--- config.mk ---
export PLATFORM = sky130hd
export DESIGN_NAME = dds_sweep_ctrl
export DESIGN_NICKNAME = d
export VERILOG_FILES = /design/src/rtl/dds_sweep_ctrl.sv
export SDC_FILE = /design/constraint.sdc
export NUM_CORES = 1
export LEC_CHECK = 0
export ABC_AREA = 1
export CORE_MARGIN = 2
export CORE_UTILIZATION = 35
export DETAILED_ROUTE_END_ITERATION = 8
export PLACE_DENSITY_LB_ADDON = 0.05
export SLEW_MARGIN = 0
export SYNTH_ARGS = -nofsm -noshare
export SYNTH_HDL_FRONTEND = slang
export SYNTH_SLANG_ARGS = --single-unit
--- constraint.sdc ---
create_clock -name Clk -period 5.2 [get_ports Clk]
set_clock_uncertainty 0.15 [all_clocks]
set_input_delay 1.04 -clock Clk [delete_from_list [all_inputs] [get_ports Clk]]
set_output_delay 1.04 -clock Clk [all_outputs]
set_load 0.01 [all_outputs]
--- src/rtl/dds_sweep_ctrl.sv ---
// Frequency-sweep sequencer driving the DDS tuning word: steps Start->Stop, holding each point max(Dwell,1) cycles.
// Latency: Start sampled at edge k, first Fword at edge k+1; no backpressure, Abort freezes Fword and drops Busy.
module dds_sweep_ctrl #(
    parameter int FW_W    = 32,
    parameter int DWELL_W = 24
) (
    input  logic               Clk,
    input  logic               Reset_n,
    input  logic               Start,
    input  logic               Abort,
    input  logic               Loop,
    input  logic [FW_W-1:0]    Start_fword,
    input  logic [FW_W-1:0]    Stop_fword,
    input  logic [FW_W-1:0]    Step_fword,
    input  logic [DWELL_W-1:0] Dwell,
    output logic [FW_W-1:0]    Fword,
    output logic               Busy,
    output logic               Step_strobe,
    output logic               Done
);

    typedef enum logic [1:0] {S_IDLE, S_LOAD, S_RUN} state_t;

    state_t             r_state, w_state_nxt;
    logic [FW_W-1:0]    r_fword, w_fword_nxt;
    logic [DWELL_W-1:0] r_cnt, w_cnt_nxt;
    logic               r_busy, w_busy_nxt;
    logic               r_strobe, w_strobe_nxt;
    logic               r_done, w_done_nxt;
    logic               w_capture;

    logic [FW_W-1:0]    r_start, r_stop, r_step;
    logic [DWELL_W-1:0] r_dwell;
    logic               r_loop, r_up;

    logic [DWELL_W-1:0] w_cnt_init;
    logic [FW_W:0]      w_sum, w_diff;
    logic [FW_W-1:0]    w_next_pt;
    logic               w_last;

    // Dwell of 0 behaves as 1, so the countdown reload is max(Dwell,1)-1.
    assign w_cnt_init = (r_dwell == '0) ? '0 : r_dwell - DWELL_W'(1);
    assign w_sum      = {1'b0, r_fword} + {1'b0, r_step};
    assign w_diff     = {1'b0, r_fword} - {1'b0, r_step};
    assign w_last     = (r_fword == r_stop) || (r_step == '0);

    // Carry/borrow out of the widened result clamps to Stop instead of wrapping.
    always_comb begin
        w_next_pt = w_sum[FW_W-1:0];
        if (r_up) begin
            if (w_sum[FW_W] || (w_sum[FW_W-1:0] >= r_stop))
                w_next_pt = r_stop;
        end else begin
            w_next_pt = w_diff[FW_W-1:0];
            if (w_diff[FW_W] || (w_diff[FW_W-1:0] <= r_stop))
                w_next_pt = r_stop;
        end
    end

    always_ff @(posedge Clk or negedge Reset_n) begin
        if (!Reset_n)
            r_state <= S_IDLE;
        else
            r_state <= w_state_nxt;
    end

    always_comb begin
        w_state_nxt  = r_state;
        w_fword_nxt  = r_fword;
        w_cnt_nxt    = r_cnt;
        w_busy_nxt   = r_busy;
        w_strobe_nxt = 1'b0;
        w_done_nxt   = 1'b0;
        w_capture    = 1'b0;
        case (r_state)
            S_IDLE: begin
                w_busy_nxt = 1'b0;
                if (Start && !Abort) begin
                    w_state_nxt = S_LOAD;
                    w_capture   = 1'b1;
                end
            end
            S_LOAD: begin
                if (Abort) begin
                    w_state_nxt = S_IDLE;
                    w_busy_nxt  = 1'b0;
                end else begin
                    w_state_nxt  = S_RUN;
                    w_fword_nxt  = r_start;
                    w_busy_nxt   = 1'b1;
                    w_strobe_nxt = 1'b1;
                    w_cnt_nxt    = w_cnt_init;
                end
            end
            S_RUN: begin
                if (Abort) begin
                    w_state_nxt = S_IDLE;
                    w_busy_nxt  = 1'b0;
                end else if (r_cnt != '0) begin
                    w_cnt_nxt = r_cnt - DWELL_W'(1);
                end else if (w_last && !r_loop) begin
                    w_state_nxt = S_IDLE;
                    w_busy_nxt  = 1'b0;
                    w_done_nxt  = 1'b1;
                end else begin
                    w_fword_nxt  = w_last ? r_start : w_next_pt;
                    w_strobe_nxt = 1'b1;
                    w_cnt_nxt    = w_cnt_init;
                end
            end
            default: begin
                w_state_nxt = S_IDLE;
                w_busy_nxt  = 1'b0;
            end
        endcase
    end

    always_ff @(posedge Clk or negedge Reset_n) begin
        if (!Reset_n) begin
            r_fword  <= '0;
            r_cnt    <= '0;
            r_busy   <= 1'b0;
            r_strobe <= 1'b0;
            r_done   <= 1'b0;
            r_start  <= '0;
            r_stop   <= '0;
            r_step   <= '0;
            r_dwell  <= '0;
            r_loop   <= 1'b0;
            r_up     <= 1'b1;
        end else begin
            r_fword  <= w_fword_nxt;
            r_cnt    <= w_cnt_nxt;
            r_busy   <= w_busy_nxt;
            r_strobe <= w_strobe_nxt;
            r_done   <= w_done_nxt;
            if (w_capture) begin
                r_start <= Start_fword;
                r_stop  <= Stop_fword;
                r_step  <= Step_fword;
                r_dwell <= Dwell;
                r_loop  <= Loop;
                r_up    <= (Start_fword <= Stop_fword);
            end
        end
    end

    assign Fword       = r_fword;
    assign Busy        = r_busy;
    assign Step_strobe = r_strobe;
    assign Done        = r_done;

endmodule
[Word level (Yosys, flattened, before mapping)]
Index checks and enable logic that the tools add are counted.
Operators by class
  equal/unequal tests: 11
  muxes and demuxes: 36
  magnitude comparators: 3
  add/sub/neg operators: 4
  reduce and logical (&&, ||, !) cells: 16
Operator list (count)
  2-to-1 mux 32 bit: 8
  2-to-1 mux 24 bit: 5
  <= comparator 32 bit: 2
  case mux 32 bit (2 select lines): 1
  case mux 24 bit (2 select lines): 1
  subtractor 24 x 1 -> 24 bit, second input constant: 2
  adder 32 x 32 -> 33 bit: 1
  subtractor 32 x 32 -> 33 bit: 1
  equality test 32 bit: 1
  greater-or-equal comparator 32 bit: 1
  logical NOT 32 bit: 1
  logical NOT 24 bit: 1
  nonzero test 24 bit: 1
  2-to-1 mux 1 bit: 13
  2-to-1 mux 2 bit: 5
  inequality test 2 bit, second input constant: 5
  inequality test 3 bit, second input constant: 3
  case mux 2 bit (3 select lines): 1
  AND reduction 5 bit: 1
  case mux 1 bit (2 select lines): 2
  AND reduction 4 bit: 1
  logical OR 1 bit: 3
  AND reduction 3 bit: 1
  equality test 2 x 1 -> 1 bit, second input constant: 1
  6 further kinds: 8
Word-level totals
  register bits: 183
  bits of input ports: 125
  output and inout bits: 35

[Longest topological paths before layout]
Gate-level depths: netlist (run 1).
  depth in word-level cells: 10
  depth in mapped cells: 32

[Least setup slack after synthesis (run 1)]
OpenSTA, ideal clock, no wires.
  path kind: reg2reg
  from: register r_fword[16], in the netlist Fword[16]
  to: register r_fword[17], in the netlist Fword[17]
  stages on the path, launching flop included: 27
  setup slack: 1.569 ns
  setup time: 0.116 ns
  path buffers: 2
  data arrival time: 3.364 ns
  period minus slack after synthesis: 3.631 ns
  required time: 4.934 ns
  path through: dfrtp_1 ha_1 buf_2 nand2_1 nor2_1 inv_1 nor2_1 and2_1 nand2_1 nand2_1 nand2_1 nand2_1 inv_1 ha_1 nand2_1 nor2_1 and2_1 and3_1 nand2_2 inv_1 a21oi_2 buf_2 nand3_1 nand3_1 nand3_1 nand2_1 nand2_1
Between the ends
  cells in the longest elaborated chain, start to end: 10
  elaborated cells on any way between the ends: 19
  classes of those cells: add/sub (2); order compare (2); eq/ne (2); mux (8); reduce/logical (5)
Ends and longest elaborated chain
  start: declaration: RTL line 25  | logic [FW_W-1:0] r_fword, w_fword_nxt;
  start signal: assignment: RTL line 132  | r_fword <= w_fword_nxt;
  subtractor 32 x 32 -> 33 bit or adder 32 x 32 -> 33 bit (tied branches): RTL line 44, 43
  <= comparator 32 bit or greater-or-equal comparator 32 bit (tied branches): RTL line 55, 51
  logical OR 1 bit, on equally long branches: RTL line 55, 51
  2-to-1 mux 32 bit, on equally long branches: RTL line 55, 51
  2-to-1 mux 32 bit: RTL line 50  | if (r_up) begin
  2-to-1 mux 32 bit: RTL line 106  | w_fword_nxt = w_last ? r_start : w_next_pt;
  2-to-1 mux 32 bit: RTL line 101  | end else if (w_last && !r_loop) begin
  2-to-1 mux 32 bit: RTL line 99  | end else if (r_cnt != '0) begin
  2-to-1 mux 32 bit: RTL line 96  | if (Abort) begin
  case mux 32 bit (2 select lines): RTL line 75  | case (r_state)
Several ways; a longest one is shown, not always the timed one. The select of a mux whose other input is x is not followed.
A chain may end at the register's enable or synchronous reset.

[Worst setup path in the final report (run 1)]
  from: register r_fword[14], in the netlist Fword[14]
  to: register r_fword[7], in the netlist Fword[7]
The elaborated chain is that of the path after synthesis.

==> impl_results.md, run 1 <==
- Status: completed
- Sink Count: 183
- CTS Buffer Depth: 2
- DRT Pass-1 Iters: 5
- Detail-routed via count per cell: 5.05
- CTS root buf: clkbuf_16
- Worst path top cell family by delay: simple AND/OR/NAND/NOR gates
- Detailed Route WL: 76400 µm
- Drt first-iter violations: 1558
- R2R cell count: 22
- Core area: 51300 µm²
- Area share of the largest cell type after synthesis: 25.0%
- Achievable Freq: 0.205 GHz
- Hpwl dp: 62600 µm
- Die Area: 53800 µm²
- Number of H-tree levels: 4
- Critical Path RT: 5460 ps
- Ratio of cells with drive above 1 in the final layout: 6.58%
- Register bit total from synthesis: 183
- Largest net degree at the start of global routing: 108
- Chip height: 232 µm
- Synthesized instance count: 2890
- Pins Over Slew Limit: 0
- Crit-path most repeated cell: nand2_1
- Synth Cell Area: 18200 µm²
- Skew-Pair Late Insertion Delay: 510 ps
- Initial Utilization: 35.4%
- Vias: 18800
- PortBufs: 159
- Reg clk slew, reported paths: 90 ps
- Critical-path maximum fanout: 16
- Largest area contributor in the netlist: dfrtp_1
- Worst Setup Start Kind: flop
- RD Place Congestion: 1.04
- P&R area growth vs syn: 16.9%
- CP Depth: 22
- Crit Path Class: reg2reg
- Syn_nets: 3183
- Final global-route overflow total: 0
- Cells along the critical path: ha_1, nand2_1, nor2_2, inv_1, nor3_1, nand3_1, nand3_1, nand2_1, nand2_1, inv_1, ha_1, nand2_1, nor2_1, and3_1, nand2_1, nand2_2, buf_4, nand4_1, nand3_1, nand3_1, nand2_1, nand2_1
- CTS tree: yes
- Crit path buf inv count: 3
- Die W: 232 µm
- Commonest non-fill, non-tap cell in the layout: nand2_1
- Max stage delay on crit path: 610 ps
- CP max stage cell: ha_1
- Slew headroom: 44.1%
- Gr usage total: 29.0%
- Worst-margin pin slew: 839 ps
- Ranking of synthesized cells by area: dfrtp_1 (25%), nand2_1 (18%), ha_1 (11%)
- Post-CTS Hold Buffers: 0
- Sequential area share after synthesis: 25.2%
- Post-synth EDFFs: 0
- CTS Buf Count: 17
- Final setup viols: 0
- Max Cap Viol: 0
- RSZ-0062 raised after global routing: false
- Syn. warnings: 0
- Top_reg_cell synth: dfrtp_1
- Final ANT Viol Nets: 0
- First-pass GRT wire length: 116000 µm
- Min-Delay Path Depth: 2
- Fin crit share: 94.0%
- Mean Syn Cell Area: 6.29 µm²
- TNS Setup: 0 ps
- Per-cell routed wire length: 20.5 µm
- Hold Crit Class: reg2reg
- Count of cell types in the netlist: 54
- Crit end category: flop
- Fill count: 5547
- Min Clock Period, post-route: 4890 ps
- Most frequent cells in the layout: nand2_1 (876), inv_1 (460), nor2_1 (283)
- Post-synth ARST share: 100%
- Critical path arrival: 5150 ps
- Final Hold Viols: 0
- Cell Rows: 83
- Initial antenna violation count: 1
- Vias in the first global route: 18600
- Residual DRC: 0
- Fin nets: 3320
- Num ports: 160
[per-layer routing]
| metal | vias to the layer above | share of wire, % | routed length [µm] | global-route usage [%] |
|---|---|---|---|---|
| met5 | - | 0 | 0 | 0 |
| met4 | 0 | 3.1 | 2380 | 9.78 |
| met3 | 81 | 5.3 | 4010 | 5.02 |
| met2 | 512 | 45 | 34400 | 46.6 |
| met1 | 8887 | 47 | 35600 | 39.1 |
| li1 | 9328 | - | - | - |
[area by class of cell]
| cell class | count | area, µm² | share of cell area [%] |
|---|---|---|---|
| Antenna cell | 1 | 2.50 | 0.0118 |
| Clock inverter | 15 | 194 | 0.912 |
| Tap cell | 680 | 851 | 4.00 |
| Clock buffer | 17 | 425 | 2.00 |
| Timing Repair Buffer | 210 | 2050 | 9.66 |
| Sequential cell | 183 | 4580 | 21.5 |
| Inverter | 493 | 1850 | 8.71 |
| Multi-Input combinational cell | 2122 | 11300 | 53.2 |
[cell usage after synthesis, types with 3 or more instances]
cell type,instances
o21a_1,4
nor4_1,11
or2_1,6
nor3_1,25
or2_0,5
nand2_2,10
buf_2,35
xor2_1,43
buf_6,7
inv_2,32
buf_1,11
nand3_1,227
nor2_4,3
a21oi_1,168
mux2_2,24
a21o_1,5
nand3_2,4
a21boi_0,4
o21ai_1,17
buf_4,10
and2_1,8
nand2_1,876
nor2_2,11
nand4_1,54
o22ai_1,6
nor3_2,4
o21ai_0,72
clkbuf_1,29
inv_1,460
or2_2,13
o21bai_1,8
ha_1,166
nand3b_1,4
dfrtp_1,182
and3_1,4
xnor2_1,36
nor2_1,283
[flip-flops by register name, summed over array words and instances, names as in the netlist, 2 cells and up]
| register | count |
|---|---|
| r_dwell | 24 |
| r_start | 32 |
| Fword | 32 |
| r_stop | 32 |
| r_cnt | 24 |
| r_step | 32 |
| r_state | 2 |
[stage by stage]
step | util [%] | hold slack [ps] | instance area [µm²] | setup slack [ps] | instances
floorplan | - | 296 | 18200 | 1570 | 2890
global placement | 40.2 | 317 | 20600 | 32.9 | 3687
detailed placement | 40.2 | 327 | 20600 | 13.4 | 3687
CTS | 41.4 | 345 | 21200 | 18.8 | 3719
global route | 41.4 | 382 | 21300 | 5.50 | 3720
finish | 41.4 | 337 | 21300 | 312 | 3721
[path summary, 6_finish.rpt]
| path | from | to | slack, ps |
|---|---|---|---|
| max in group asynchronous | Reset_n | r_step[30]$_DFFE_PN0P_ | 3440 |
| max | Fword[14]$_DFFE_PN0P_ | Fword[7]$_DFFE_PN0P_ | 310 |
| max reg2reg | Fword[14]$_DFFE_PN0P_ | Fword[7]$_DFFE_PN0P_ | 310 |
| min in group asynchronous | Reset_n | r_step[6]$_DFFE_PN0P_ | 370 |
| min reg2reg | r_start[0]$_DFFE_PN0P_ | r_start[0]$_DFFE_PN0P_ | 340 |
| min | r_start[0]$_DFFE_PN0P_ | r_start[0]$_DFFE_PN0P_ | 340 |
[cells by family after synthesis]
group                      share of synthesized area (%)
and+or+nand+nor                                     36.4
buffers and inverters                               12.8
xor gates and xnor gates                            3.81
adders and majority gates                           11.6
DFF                                                 25.2
muxes                                               1.49
AOI/OAI and AO/OA                                   8.64
[worst register-to-register path, stage by stage (launching register included)]
cell     delay, ps
dfrtp_1        550
ha_1           610
nand2_1        200
nor2_2         190
inv_1           80
nor3_1         420
nand3_1        380
nand3_1        180
nand2_1         60
nand2_1        110
inv_1           50
ha_1           260
nand2_1         60
nor2_1         180
and3_1         280
nand2_1        120
nand2_2        120
buf_4          250
nand4_1        180
nand3_1        130
nand3_1        100
nand2_1         90
nand2_1         50
[timing repair]
item	in CTS	in global routing
buffers inserted	0	1
pin swaps	0	1
setup endpoints to repair	3	32
resized for setup	1	3
Power of run 1 is left out: the tool's default activity adds up to more than one toggle a clock period on the data nets, which glitch-free logic cannot reach.
==> run 2, diff against run 1 <==
- CORE_MARGIN: 2 -> unset
==> impl_results.md, run 2 (same netlist as run 1, synthesis figures left out) <==
- Pre-CTS worst setup slack: 30.1 ps
- Status: completed
- Fin util: 41.4%
- Hold Crit Class: reg2reg
- Slew headroom: 36.7%
- Min-delay src: r_stop[16]$_DFFE_PN0P_
- Crit end category: flop
- Max Cap Viol: 0
- Fill count: 5626
- Cells after DPL: 3690
- Min Clock Period, post-route: 4920 ps
- CTS tree: yes
- Sink Count: 183
- Hpwl dp: 61600 µm
- Commonest non-fill, non-tap cell in the layout: nand2_1
- FF-to-FF Start: Fword[15]$_DFFE_PN0P_
- DRT Pass-1 Iters: 6
- Min-Delay Path Depth: 2
- Skew-Pair Late Insertion Delay: 500 ps
- CTS Buf Count: 17
- Reg clk slew, reported paths: 80 ps
- Fin crit share: 94.7%
- CTS Buffer Depth: 2
- Worst-margin pin slew: 950 ps
- Most frequent cells in the layout: nand2_1 (876), inv_1 (460), nor2_1 (282)
- Ratio of cells with drive above 1 in the final layout: 6.61%
- Core area: 51300 µm²
- RD Place Congestion: 0.986
- Vias: 18600
- Detailed Route WL: 74800 µm
- Residual DRC: 0
- Detail-routed via count per cell: 5.00
- Per-cell routed wire length: 20.1 µm
- Num ports: 160
- Initial Utilization: 35.4%
- Post-CTS Hold Buffers: 0
- Drt first-iter violations: 1455
- Final Instance Count excl. Fillers: 3721
- Final Hold Viols: 0
- First-pass GRT wire length: 112000 µm
- PnR worst setup slack: 275 ps
- Final ANT Viol Nets: 0
- PortBufs: 159
- Vias in the first global route: 18200
- Critical-path maximum fanout: 13
- Final global-route overflow total: 0
- Critical path arrival: 5150 ps
- Max stage delay on crit path: 570 ps
- Die Area: 52900 µm²
- Fin nets: 3322
- Worst Setup Start Kind: flop
- P&R area growth vs syn: 16.8%
- Critical Path RT: 5420 ps
- Initial antenna violation count: 1
- Crit Path Class: reg2reg
- Chip height: 230 µm
- R2R cell count: 23
- Setup crit start: Fword[15]$_DFFE_PN0P_
- Die W: 230 µm
- Final setup viols: 0
- RSZ-0062 raised after global routing: false
- Crit-path most repeated cell: nand2_1
- CTS root buf: clkbuf_16
- Achievable Freq: 0.203 GHz
- Largest net degree at the start of global routing: 110
- Ant. Diodes: 0
- Cells along the critical path: ha_2, nand2_1, nor2_1, inv_1, nor2_2, nand4_1, nand3_1, nand2_1, nand2_1, inv_1, ha_1, a21o_1, o21ai_1, nand2_1, a21oi_1, nand2_2, nand3_4, buf_4, nand2_1, nand3_1, nand3_1, nand2_1, nand2_1
- CP max stage cell: dfrtp_1
- Number of H-tree levels: 4
- Gr usage total: 28.5%
- Pins Over Slew Limit: 0
- Cell Rows: 83
run 2: path summary, 6_finish.rpt:
kind                                          end  slack (ps)
setup / recovery             Fword[2]$_DFFE_PN0P_         280
hold / removal             r_stop[16]$_DFFE_PN0P_         340
setup reg to reg             Fword[2]$_DFFE_PN0P_         280
hold reg to reg            r_stop[16]$_DFFE_PN0P_         340
max in group asynchronous  r_stop[23]$_DFFE_PN0P_        3330
min in group asynchronous  r_step[10]$_DFFE_PN0P_         380
run 2: routing by layer:
| metal | up-vias | global-route usage (%) | share of wire [%] |
|---|---|---|---|
| li1 | 9328 | - | - |
| met1 | 8667 | 38.9 | 47 |
| met2 | 518 | 45.9 | 45 |
| met3 | 83 | 4.34 | 5.0 |
| met4 | 0 | 9.58 | 3.0 |
| met5 | - | 0 | 0 |
run 2: cell type report:
cell class              instances  area [µm²]  area share [%]
clock buffers                  17         425            2.00
clock inverters                14         151           0.713
repair buffers                212        2080            9.79
inverters                     493        1850            8.71
flip-flops and latches        183        4580            21.6
well taps                     680         851            4.00
multi-input cells            2122       11300            53.2
run 2: worst max-delay path, delay by kind of cell (launching register included):
| kind | cells | cell delay [ps] |
|---|---|---|
| buffers and inverters | 3 | 400 |
| and+or+nand+nor | 15 | 2210 |
| AOI/OAI and AO/OA | 3 | 590 |
| DFF | 1 | 570 |
| adders and majority gates | 2 | 850 |
run 2: what timing repair did:
item / in CTS / in global routing
endpoints found under the setup margin: 0 / 32
setup buffers: 0 / 0
resized for setup: 0 / 5
run 2: metrics by stage:
stage                     TNS [ps]  hold slack (ps)  cell area, µm²
after floorplan                  0              296           18200
after global placement        -191              320           20600
after detailed placement         0              326           20600
after CTS                        0              347           21200
after global routing             0              378           21200
final                            0              343           21200
Power of run 2 is left out for the same reason.
